File: src/rtl/fp16_acc_seq_if.sv
// ---------------------------------------------------------------------------
// fp16_acc_seq_if
// Stream bundle that links the FP16 accumulator to the multiplier upstream
// and to the consumer of finished dot products downstream.
//
//   in_data   : product operand {S, E[4:0], F[9:0]}
//   in_valid  : in_data / in_last are valid
//   in_last   : this beat is the final term of the dot product
//   in_ready  : accumulator can take a beat this cycle
//   out_data  : accumulated sum
//   out_valid : out_data is valid
//   out_ready : downstream takes out_data this cycle
//
// master : the side that produces products and consumes sums
// slave  : the accumulator itself
// ---------------------------------------------------------------------------
interface fp16_acc_seq_if #(
    parameter int DATA_W = 16
);

    logic [DATA_W-1:0] in_data;
    logic              in_valid;
    logic              in_last;
    logic              in_ready;
    logic [DATA_W-1:0] out_data;
    logic              out_valid;
    logic              out_ready;

    modport master (
        output in_data,
        output in_valid,
        output in_last,
        output out_ready,
        input  in_ready,
        input  out_data,
        input  out_valid
    );

    modport slave (
        input  in_data,
        input  in_valid,
        input  in_last,
        input  out_ready,
        output in_ready,
        output out_data,
        output out_valid
    );

endinterface

File: src/rtl/fp16_acc_seq.sv
// ---------------------------------------------------------------------------
// fp16_acc_seq
// Multi-cycle FP16 accumulator. Each accepted product is added into an
// internal accumulator through ALIGN / ADD / NORM / WB steps. When the beat
// flagged last has been folded in, the sum is offered downstream and the
// accumulator clears once it has been taken.
//
// Number format: 1 sign, EXP_W exponent, FRAC_W fraction, bias 15.
// Exponent zero means zero; no denormals, inf or NaN. Rounding is
// truncation throughout.
//
// Ports:
//   clk : system clock
//   rst : asynchronous active-high reset
//   bus : fp16_acc_seq_if.slave (in_* product stream, out_* sum stream)
// ---------------------------------------------------------------------------
module fp16_acc_seq #(
    parameter int EXP_W   = 5,
    parameter int FRAC_W  = 10,
    parameter int GUARD_W = 3
) (
    input  logic           clk,
    input  logic           rst,
    fp16_acc_seq_if.slave  bus
);

    localparam int DATA_W = 1 + EXP_W + FRAC_W;
    localparam int MANT_W = 1 + FRAC_W + GUARD_W;

    localparam logic [EXP_W-1:0] MAX_SHIFT = EXP_W'(FRAC_W + GUARD_W + 1);
    localparam logic [EXP_W:0]   EXP_SAT   = {1'b0, {EXP_W{1'b1}}};

    typedef enum logic [2:0] {
        IDLE,
        ALIGN,
        ADD,
        NORM,
        WB,
        OUT
    } stateType;

    stateType state;
    stateType stateNext;

    logic [DATA_W-1:0] acc;
    logic [DATA_W-1:0] opB;
    logic              lastQ;

    logic [MANT_W-1:0] mantX;
    logic [MANT_W-1:0] mantY;
    logic              effSubR;
    logic              signR;
    logic [EXP_W:0]    expR;
    logic [MANT_W-1:0] mantR;

    logic              inReady;
    logic              outValid;

    logic              swapOps;
    logic [DATA_W-1:0] xOp;
    logic [DATA_W-1:0] yOp;
    logic [EXP_W-1:0]  xExp;
    logic [EXP_W-1:0]  yExp;
    logic              xZero;
    logic              yZero;
    logic [MANT_W-1:0] mantXRaw;
    logic [MANT_W-1:0] mantYRaw;
    logic [EXP_W-1:0]  expDiff;
    logic [MANT_W-1:0] alignMantY;
    logic [EXP_W:0]    alignExp;
    logic              alignSub;
    logic              alignSign;

    logic [MANT_W:0]   sumFull;
    logic [EXP_W:0]    expDec;
    logic [DATA_W-1:0] wbValue;

    assign bus.in_ready  = inReady;
    assign bus.out_valid = outValid;
    assign bus.out_data  = outValid ? acc : '0;

    // State register. Reset drops straight back to IDLE from any state, so a
    // partially built sum never survives a reset.
    always_ff @(posedge clk or posedge rst) begin
        if (rst) begin
            state <= IDLE;
        end else begin
            state <= stateNext;
        end
    end

    // Next-state and handshake outputs. in_ready is also gated by rst so the
    // upstream sees "not ready" for the whole time reset is held, even though
    // the state register already reads IDLE.
    always_comb begin
        stateNext = state;
        inReady   = 1'b0;
        outValid  = 1'b0;
        case (state)
            IDLE: begin
                inReady = !rst;
                if (bus.in_valid && inReady) begin
                    stateNext = ALIGN;
                end
            end
            ALIGN: stateNext = ADD;
            ADD:   stateNext = NORM;
            NORM: begin
                if (mantR == '0 || mantR[MANT_W-1]) begin
                    stateNext = WB;
                end else if (expDec == '0) begin
                    stateNext = WB;
                end
            end
            WB: stateNext = lastQ ? OUT : IDLE;
            OUT: begin
                outValid = 1'b1;
                if (bus.out_ready) begin
                    stateNext = IDLE;
                end
            end
            default: stateNext = IDLE;
        endcase
    end

    // Operand ordering and alignment. X is the operand with the larger
    // magnitude (ties keep the accumulator as X) so the later subtraction
    // Mx - My can never go negative. Y is shifted right by the exponent gap;
    // beyond the full mantissa width it cannot contribute and becomes zero.
    // Because X >= Y in {E,F}, Ex >= Ey and the difference never wraps.
    always_comb begin
        swapOps   = opB[DATA_W-2:0] > acc[DATA_W-2:0];
        xOp       = swapOps ? opB : acc;
        yOp       = swapOps ? acc : opB;
        xExp      = xOp[DATA_W-2 -: EXP_W];
        yExp      = yOp[DATA_W-2 -: EXP_W];
        xZero     = (xExp == '0);
        yZero     = (yExp == '0);
        mantXRaw  = xZero ? '0 : {1'b1, xOp[FRAC_W-1:0], {GUARD_W{1'b0}}};
        mantYRaw  = yZero ? '0 : {1'b1, yOp[FRAC_W-1:0], {GUARD_W{1'b0}}};
        expDiff   = xExp - yExp;
        alignMantY = (expDiff >= MAX_SHIFT) ? '0 : (mantYRaw >> expDiff);
        alignExp  = {1'b0, (xZero ? yExp : xExp)};
        alignSub  = xOp[DATA_W-1] ^ yOp[DATA_W-1];
        alignSign = xOp[DATA_W-1];
    end

    // Mantissa add/subtract with one spare carry bit, the normalisation
    // exponent step, and the packed value written back to the accumulator.
    // An exponent that has climbed to all-ones saturates to the largest
    // finite magnitude instead of producing an infinity.
    always_comb begin
        sumFull = effSubR ? ({1'b0, mantX} - {1'b0, mantY})
                          : ({1'b0, mantX} + {1'b0, mantY});
        expDec  = expR - 1'b1;
        if (expR >= EXP_SAT) begin
            wbValue = {signR, {(EXP_W-1){1'b1}}, 1'b0, {FRAC_W{1'b1}}};
        end else begin
            wbValue = {signR, expR[EXP_W-1:0], mantR[MANT_W-2 -: FRAC_W]};
        end
    end

    // Datapath registers, advanced one step per FSM state. A zero mantissa or
    // an exponent that underflows during normalisation is forced to +0 here
    // so that writeback packs 16'h0000 with no special case.
    always_ff @(posedge clk or posedge rst) begin
        if (rst) begin
            acc     <= '0;
            opB     <= '0;
            lastQ   <= 1'b0;
            mantX   <= '0;
            mantY   <= '0;
            effSubR <= 1'b0;
            signR   <= 1'b0;
            expR    <= '0;
            mantR   <= '0;
        end else begin
            case (state)
                IDLE: begin
                    if (bus.in_valid && inReady) begin
                        opB   <= bus.in_data;
                        lastQ <= bus.in_last;
                    end
                end
                ALIGN: begin
                    mantX   <= mantXRaw;
                    mantY   <= alignMantY;
                    expR    <= alignExp;
                    signR   <= alignSign;
                    effSubR <= alignSub;
                end
                ADD: begin
                    if (sumFull[MANT_W]) begin
                        mantR <= sumFull[MANT_W:1];
                        expR  <= expR + 1'b1;
                    end else begin
                        mantR <= sumFull[MANT_W-1:0];
                    end
                end
                NORM: begin
                    if (mantR == '0) begin
                        expR  <= '0;
                        signR <= 1'b0;
                    end else if (!mantR[MANT_W-1]) begin
                        if (expDec == '0) begin
                            mantR <= '0;
                            expR  <= '0;
                            signR <= 1'b0;
                        end else begin
                            mantR <= mantR << 1;
                            expR  <= expDec;
                        end
                    end
                end
                WB: begin
                    acc <= wbValue;
                end
                OUT: begin
                    if (bus.out_ready) begin
                        acc <= '0;
                    end
                end
                default: begin
                end
            endcase
        end
    end

endmodule

File: src/flat_wrapper.sv
// flat-port wrapper written by rule: the top's interface ports become plain ports
module fp16_acc_seq_flat 
#(
    parameter int EXP_W   = 5,
    parameter int FRAC_W  = 10,
    parameter int GUARD_W = 3
)
  (clk, rst, bus_in_data, bus_in_valid, bus_in_last, bus_out_ready, bus_in_ready, bus_out_data, bus_out_valid);
  fp16_acc_seq_if bus_i ();
  input  logic clk;
  input  logic rst;
  input wire logic [$bits(bus_i.in_data)-1:0] bus_in_data;
  input wire logic [$bits(bus_i.in_valid)-1:0] bus_in_valid;
  input wire logic [$bits(bus_i.in_last)-1:0] bus_in_last;
  input wire logic [$bits(bus_i.out_ready)-1:0] bus_out_ready;
  output wire logic [$bits(bus_i.in_ready)-1:0] bus_in_ready;
  output wire logic [$bits(bus_i.out_data)-1:0] bus_out_data;
  output wire logic [$bits(bus_i.out_valid)-1:0] bus_out_valid;
  assign bus_i.in_data = bus_in_data;
  assign bus_i.in_valid = bus_in_valid;
  assign bus_i.in_last = bus_in_last;
  assign bus_i.out_ready = bus_out_ready;
  assign bus_in_ready = bus_i.in_ready;
  assign bus_out_data = bus_i.out_data;
  assign bus_out_valid = bus_i.out_valid;
  fp16_acc_seq #(.EXP_W(EXP_W), .FRAC_W(FRAC_W), .GUARD_W(GUARD_W)) u_core (.clk(clk), .rst(rst), .bus(bus_i));
endmodule
File: config.mk
export PLATFORM = sky130hd
export DESIGN_NAME = fp16_acc_seq_flat
export DESIGN_NICKNAME = d
export VERILOG_FILES = /design/src/rtl/fp16_acc_seq_if.sv /design/src/rtl/fp16_acc_seq.sv /design/src/flat_wrapper.sv
export SDC_FILE = /design/constraint.sdc
export NUM_CORES = 1
export LEC_CHECK = 0
export CAP_MARGIN = 20
export CORE_MARGIN = 8
export CORE_UTILIZATION = 55
export CTS_CLUSTER_SIZE = 28
export DETAILED_ROUTE_END_ITERATION = 8
export MAX_ROUTING_LAYER = met4
export PLACE_DENSITY = 0.78
export SLEW_MARGIN = 20
export SYNTH_ARGS = -nofsm -noshare
export SYNTH_HDL_FRONTEND = slang
export SYNTH_SLANG_ARGS = --single-unit
File: constraint.sdc
create_clock -name clk -period 3.4 [get_ports clk]
set_input_delay 0.68 -clock clk [delete_from_list [all_inputs] [get_ports clk]]
set_output_delay 0.68 -clock clk [all_outputs]
set_load 0.02 [all_outputs]
* Yosys cells after proc, flatten, opt, wreduce, memory -nomap -nowiden
Index checks and enable logic that the tools add are counted.
Word-level totals: bits in registers 86, output and inout bits 18
Cells by class: add/subtract/negate cells 5, magnitude comparators 3, equality and inequality tests 13, shifts and indexed selects 1, muxes and demuxes 33, bitwise gates (word level) 1, reductions and logical operators 20
Operator list (count):
- 2-to-1 mux 14 bit | 7
- 2-to-1 mux 16 bit | 4
- one-hot mux 16 bit (2 select lines) | 1
- 2-to-1 mux 15 bit | 2
- one-hot mux 14 bit (2 select lines) | 1
- 2-to-1 mux 6 bit | 4
- one-hot mux 3 bit (6 select lines) | 1
- one-hot mux 6 bit (3 select lines) | 1
- adder 14 x 14 -> 15 bit | 1
- greater-than comparator 15 bit | 1
- 2-to-1 mux 3 bit | 5
- subtractor 14 x 14 -> 15 bit | 1
- zero test 14 bit | 1
- >> shifter 14 x 5 -> 14 bit | 1
- AND reduction 3 bit | 4
- zero test 5 bit | 2
- adder 6 x 1 -> 6 bit (second input constant) | 1
- equality test 3 x 2 -> 1 bit (second input constant) | 2
- equality test 3 bit (second input constant) | 2
- greater-or-equal comparator 6 x 5 -> 1 bit (second input constant) | 1
- zero test 6 bit | 1
- != test 2 bit (second input constant) | 3
- != test 3 x 1 -> 1 bit (second input constant) | 2
- AND reduction 2 bit | 3
- other kinds (16) | 24

* Depth between registers and ports, before layout
Gate-level depths: netlist (run 1).
word-level depth 6, mapped depth 17

* Least setup slack after synthesis (run 1)
Ideal clock, no wire load.
path kind reg-to-reg, start point reg u_core.acc[10], end point reg u_core.mantY[2], data arrival time 3632 ps, required time 3313 ps, path slack -319 ps, stages on the path, launching flop included 16, buffers on the path 3, period minus slack after synthesis 3719 ps, path through dfrtp_1 > inv_1 > ha_1 > buf_6 > nand4_1 > nor4_2 > buf_4 > a2111oi_0 > a31oi_1 > ha_1 > clkbuf_1 > inv_2 > mux2_2 > a221o_1 > or3_1 > o211ai_1
Between the ends: word-level cells in the longest chain between the ends 6
RTL lines:
- start: declaration | RTL line fp16_acc_seq.sv:45 | logic [DATA_W-1:0] acc;
- start signal: assignment | RTL line fp16_acc_seq.sv:216 | acc <= wbValue;
- branches (longest 5 deep; another with greater-than comparator 15 bit)
- 2-to-1 mux 14 bit * | RTL line fp16_acc_seq.sv:142 | alignMantY = (expDiff >= MAX_SHIFT) ? '0 : (mantYRaw >> expDiff);
- end signal: assignment | RTL line fp16_acc_seq.sv:187 | mantY <= alignMantY;
- end: declaration | RTL line fp16_acc_seq.sv:50 | logic [MANT_W-1:0] mantY;
Mark *: on every way between the ends. A chain may end at the register's enable or synchronous reset.

* Final worst setup path (run 1)
start point reg u_core.acc[5], end point reg u_core.mantY[3]
Same word-level chain as after synthesis.

==> results of run 1 <==
==> state kept, by name, indices dropped and copies added, names as in the netlist <==
name and count:
u_core.acc 16, u_core.opB 16, u_core.mantR 14, u_core.mantY 14
u_core.mantX 11, u_core.expR 6, u_core.state 3, u_core.effSubR 1
u_core.lastQ 1, u_core.signR 1
==> worst max-delay path, delay by kind of cell, from the launching register on <==
family                     cells  cell delay, ns
DFF                            1            0.38
adders and majority gates      2            0.48
AOI/OAI and AO/OA              6            1.29
buffers and inverters          2            0.25
and+or+nand+nor                5            0.93
==> metrics by stage <==
step / util, % / instance area, sq um / std cells / setup slack, ns / hold WS [ns]
after floorplan: - / 6482 / 716 / -0.02956 / 0.4490
after global placement: 65.14 / 7438 / 939 / -0.1690 / 0.4742
after detailed placement: 65.14 / 7438 / 939 / -0.2117 / 0.4778
after CTS: 68.08 / 7774 / 956 / 0.01049 / 0.4931
after global routing: 71.64 / 8180 / 974 / -0.1582 / 0.5255
final: 71.64 / 8180 / 974 / -0.08033 / 0.4919
==> final cells by class <==
| class | count | area, sq um |
|---|---|---|
| flip-flops and latches | 83 | 2081 |
| clock buffers | 12 | 266.5 |
| fillers | 870 | 3238 |
| inverters | 34 | 136.4 |
| well taps | 143 | 178.9 |
| clock inverters | 4 | 31.28 |
| repair buffers | 135 | 1136 |
| multi-input cells | 563 | 4350 |
==> repair_timing <==
| action | in CTS | in global routing |
|---|---|---|
| resized for setup | 8 | 48 |
| gates cloned | 0 | 1 |
| pin swaps | 3 | 30 |
| setup buffers | 1 | 17 |
| setup endpoints to repair | 18 | 34 |
==> Yosys cell counts, types with 3 or more instances <==
library cell,count
a2111oi_0,3
a211oi_1,3
a21o_1,6
a21oi_1,51
a221o_1,14
a22o_1,5
a31oi_1,9
a32o_1,4
a32oi_1,4
a41oi_1,3
and2_1,5
and3_1,20
buf_4,4
clkbuf_1,28
dfrtp_1,83
ha_1,31
inv_1,33
mux2_2,22
mux2i_1,31
mux4_2,6
nand2_1,80
nand2b_1,8
nand3_1,11
nand4_1,5
nor2_1,45
nor2b_1,11
nor3_1,17
nor3b_1,4
nor4_1,7
nor4b_1,4
o211ai_1,3
o21a_1,3
o21ai_0,46
o21ai_1,4
o22ai_1,5
o31ai_1,13
or3_1,7
xnor2_1,23
==> kinds of logic after synthesis <==
logic type               synth area share [%]
multiplexers                            11.61
AO/OA/AOI/OAI                           22.02
AND/OR/NAND/NOR                         19.27
XOR/XNOR                                3.670
flip-flops                              32.40
buffers and inverters                   4.977
adder cells (fa/ha/maj)                 6.051
==> metal layers <==
metal	GRT usage [%]	wire length [microns]	up-vias
li1	-	-	2882
met2	46.18	10580	276
met1	33.15	8420	3151
met4	12.12	815	0
met5	-	0	-
met3	3.309	1248	66
==> worst paths after layout <==
kind                                    to  cells past startpoint          start  slack, ns
setup reg to reg           u_core.mantY[3]                     15  u_core.acc[5]      -0.08
hold reg to reg               u_core.signR                      2   u_core.signR       0.49
max in group asynchronous   u_core.opB[12]                      3            rst       2.21
min in group asynchronous   u_core.expR[1]                      3            rst       0.82
setup / recovery           u_core.mantY[3]                     15  u_core.acc[5]      -0.08
hold / removal                u_core.signR                      2   u_core.signR       0.49
==> results_dict.tcl, run 1 <==
set metrics [dict create \
    status "finished with violations" \
    violations "setup timing" \
    grt_max_degree 84 \
    htreeDepth 3 \
    cp-end-kind "flip-flop" \
    critPathKind "reg -> reg" \
    syn_area_per_cell_sq_um 8.952 \
    synth_nets 768 \
    gr-total-overflow 0 \
    num_vias 6375 \
    area_growth_pct 27.62 \
    viasPerCell 6.545 \
    period_share_pct 102.4 \
    synth_area_leader_cell "dfrtp_1" \
    worst_slew_pin_slew_ns 0.9365 \
    grt_usage_pct 27.66 \
    cp.arrival_ns 3.70 \
    path_clk_slew_ns 0.07 \
    critPathRequiredTime_ns 3.62 \
    slew_viol_final 0 \
    dr.pass1.iters 7 \
    nNetsFinal 878 \
    drive_gt1_share_pct 25.39 \
    die_area_sq_um 15360 \
    grt_pass1_wl_microns 31960 \
    num_rows 39 \
    layout_commonest_cell "buf_4" \
    synthTopCellsByArea "dfrtp_1, ha_1, mux2i_1" \
    place.gp.congestion 0.9724 \
    setup_viol 9 \
    relSlewSlack_pct 36.99 \
    layout_common_cells "buf_4, nand2_1, dfrtp_1" \
    synth-edff-count 0 \
    die_x_microns 124.0 \
    io_pins 39 \
    synth-seq-area-share_pct 32.40 \
    design.core.area_sq_um 11420 \
    ys.warnings.count 0 \
    cp-start-kind "flip-flop" \
    cp_slowest_cell "dfrtp_1" \
    drcViolationCount 0 \
    synth_top_area_share_pct 32.40 \
    fin_skew_ns 0.01262 \
    dp_hpwl_microns 15450 \
    hold_class "reg -> reg" \
    wirelength_microns 21060 \
    fmax_ghz 0.2873 \
    cts_root_buf "clkbuf_16" \
    netlist_instances 716 \
    cts_buffers 9 \
    hold_violations 0 \
    fin_ws_ns -0.08033 \
    initial_core_util_pct 56.14 \
    drv_cap 0 \
    antenna_cells 0 \
    cts_tree "done" \
    ctsLongestPathBuffers 2 \
    drtIter0Drc 493 \
    async_flop_share_pct 100.0 \
    rsz0062_at_grt "yes" \
    cp_max_fo 8 \
    holdBufCountCts 0 \
    synth-seq-cells 83 \
    setup_tns_ns -0.2784 \
    postRouteAntennaNets 0 \
    ys_types 84 \
    synth-main-ff-cell "dfrtp_1" \
    antenna_found_initial 0 \
    clock_latency_ns 0.35 \
    die_y_microns 124.0 \
    io_buffers 38 \
    synthesis.area_sq_um 6410 \
    wl_per_cell_microns 21.63 \
    slowest_delay_ns 0.38 \
    grt_pass1_vias 6240 \
    clock-sinks 83 \
    min_period_ns 3.480 \
    path_cells "inv_1, ha_4, nand4_1, a21oi_2, o31ai_4, a2111oi_4, a31oi_4, ha_4, a21oi_4, nand3_1, or2_4, nand4_1, buf_4, nor3_1, a221o_1" \
]
Power of run 1 is left out: the tool's default activity adds up to more than one toggle a clock period on the data nets, which glitch-free logic cannot reach.
==> run 2: changes to the inputs <==
--- a/config.mk
+++ b/config.mk
@@ -6,12 +6,11 @@
 export NUM_CORES = 1
 export LEC_CHECK = 0
 export CAP_MARGIN = 20
-export CORE_MARGIN = 8
-export CORE_UTILIZATION = 55
+export CORE_UTILIZATION = 61
 export CTS_CLUSTER_SIZE = 28
 export DETAILED_ROUTE_END_ITERATION = 8
 export MAX_ROUTING_LAYER = met4
-export PLACE_DENSITY = 0.78
+export PLACE_DENSITY = 0.82
 export SLEW_MARGIN = 20
 export SYNTH_ARGS = -nofsm -noshare
 export SYNTH_HDL_FRONTEND = slang
==> constraint.sdc (replaced) <==
create_clock -name clk -period 3.7 [get_ports clk]
set_input_delay 0.74 -clock clk [delete_from_list [all_inputs] [get_ports clk]]
set_output_delay 0.74 -clock clk [all_outputs]
set_load 0.02 [all_outputs]
==> run 2 against run 1 <==
The run now ends clean. Sequential share of layout area increased by 2.4 points. Wire length fell by 9.7%. Clock skew shrank 0.0054 ns. Fmax decreased by 1.6%. Critical path depth decreased by 2. Worst setup slack improved by 0.24 ns. Via count fell by 6.0%. Global-route usage up 9.4 points. Register-to-register slack improved by 0.24 ns. Highest routed layer unchanged.
==> results_dict.tcl, run 2 (synthesized netlist as in run 1, its figures left out) <==
set metrics [dict create \
    status "completed" \
    path_cells "inv_1, ha_1, a21oi_1, a21oi_2, o31ai_4, a2111oi_2, a31oi_1, ha_1, inv_4, mux2_2, a221o_1, or3_1, o211ai_1" \
    cts_tree "done" \
    die_area_sq_um 10920 \
    dp_hpwl_microns 14340 \
    initial_core_util_pct 62.37 \
    wirelength_microns 19020 \
    critPathRequiredTime_ns 4.00 \
    place_inst 900 \
    grt_pass1_vias 5817 \
    min_period_ns 3.537 \
    grt_usage_pct 37.05 \
    layout_commonest_cell "dfrtp_1" \
    antenna_cells 0 \
    layout_common_cells "dfrtp_1, nand2_1, a21oi_1" \
    drive_gt1_share_pct 16.90 \
    grt_pass1_wl_microns 30490 \
    die_x_microns 104.5 \
    critPathTopFamily "compound AO/OA/AOI/OAI gates" \
    relSlewSlack_pct 29.46 \
    num_rows 37 \
    postRouteAntennaNets 0 \
    io_pins 39 \
    critPathKind "reg -> reg" \
    setup_viol 0 \
    area_growth_pct 16.47 \
    wl_per_cell_microns 20.74 \
    cp-start-kind "flip-flop" \
    hold_violations 0 \
    clock-sinks 83 \
    nNetsFinal 828 \
    die_y_microns 104.5 \
    num_vias 5990 \
    cp-end-kind "flip-flop" \
    crit_top_cell "ha_1" \
    clock_latency_ns 0.38 \
    antenna_found_initial 0 \
    critical_path_buf_inv_count 2 \
    grt_max_degree 41 \
    worst_slew_pin_slew_ns 1.058 \
    rsz0062_at_grt "yes" \
    viasPerCell 6.532 \
    io_buffers 38 \
    cp_max_fo 9 \
    placed_cell_area_sq_um 7119 \
    cts_buffers 9 \
    cp.arrival_ns 3.83 \
    dr.pass1.iters 5 \
    fmax_ghz 0.2828 \
    period_share_pct 95.58 \
    path_clk_slew_ns 0.08 \
    drcViolationCount 0 \
    slowest_delay_ns 0.43 \
    ctsLongestPathBuffers 2 \
    cp_slowest_cell "dfrtp_1" \
    hold_class "reg -> reg" \
    fin_area_sq_um 7466 \
    design.core.area_sq_um 10280 \
    drtIter0Drc 566 \
    fin_skew_ns 0.007226 \
    reg.largest.list "u_core.acc: 16 flops, u_core.opB: 16 flops" \
    cts_root_buf "clkbuf_8" \
    postLayoutCoreUtil_pct 72.64 \
    drv_cap 0 \
    slew_viol_final 0 \
    gr-total-overflow 0 \
    place.gp.congestion 0.9802 \
    htreeDepth 3 \
    fin_cells 917 \
]
==> run 2: changes by cell type in the layout (fill, tap and decap cells not counted), moves of 4 or more <==
| cell | before | now |
|---|---|---|
| a21oi_1 | 42 | 48 |
| a21oi_2 | 9 | 5 |
| buf_4 | 92 | 46 |
| clkbuf_16 | 9 | 0 |
| clkbuf_8 | 3 | 9 |
| ha_1 | 22 | 26 |
| ha_4 | 8 | 4 |
| mux2i_1 | 27 | 31 |
==> run 2: path summary, 6_finish.rpt <==
| check | start | to | slack [ns] | depth (start not counted) |
|---|---|---|---|---|
| worst max-delay path | u_core.acc[2] | u_core.mantY[2] | 0.16 | 13 |
| worst min-delay path | u_core.signR | u_core.signR | 0.49 | 2 |
| min in group asynchronous | rst | u_core.expR[2] | 0.85 | 2 |
| worst max register to register | u_core.acc[2] | u_core.mantY[2] | 0.16 | 13 |
| max in group asynchronous | rst | u_core.acc[10] | 2.15 | 3 |
| worst min register to register | u_core.signR | u_core.signR | 0.49 | 2 |
==> run 2: cell type report <==
class                           count  area (sq um)
Inverter                           34         131.4
Sequential cell                    83          2078
Tap cell                          136         170.2
Multi-Input combinational cell    563          4140
Clock inverter                      5         77.57
Clock buffer                       11         131.4
Timing Repair Buffer               85         737.0
Fill cell                         811          2811
==> run 2: routing by layer <==
layer  GRT usage, %  routed length, microns
met4          13.67                     552
met3          6.830                    1499
met2          59.13                    9112
met5              -                       0
met1          46.98                    7855
==> run 2: worst register-to-register path, stage by stage (launching register included) <==
cell and delay (ns):
dfrtp_1 0.43, inv_1 0.08, ha_1 0.31, a21oi_1 0.25, a21oi_2 0.11, o31ai_4 0.29, a2111oi_2 0.11, a31oi_1 0.25
ha_1 0.33, inv_4 0.14, mux2_2 0.35, a221o_1 0.38, or3_1 0.35, o211ai_1 0.08
==> run 2: per-stage QoR <==
stage,worst slack [ns],hold slack [ns],setup TNS [ns]
2_1_floorplan,0.04019,0.4490,0
3_3_place_gp,0.09338,0.4676,0
3_5_place_dp,0.06937,0.4691,0
4_1_cts,0.01219,0.4881,0
5_1_grt,-0.02609,0.5289,-0.08295
6_report,0.1635,0.4879,0
==> run 2: timing repair <==
| item | in CTS | in global routing |
|---|---|---|
| endpoints found under the setup margin | 0 | 33 |
| resized for setup | 0 | 22 |
| hold endpoints to repair | 0 | 0 |
| setup buffers | 0 | 1 |
| hold buffers | 0 | 0 |
Power of run 2 is left out for the same reason.
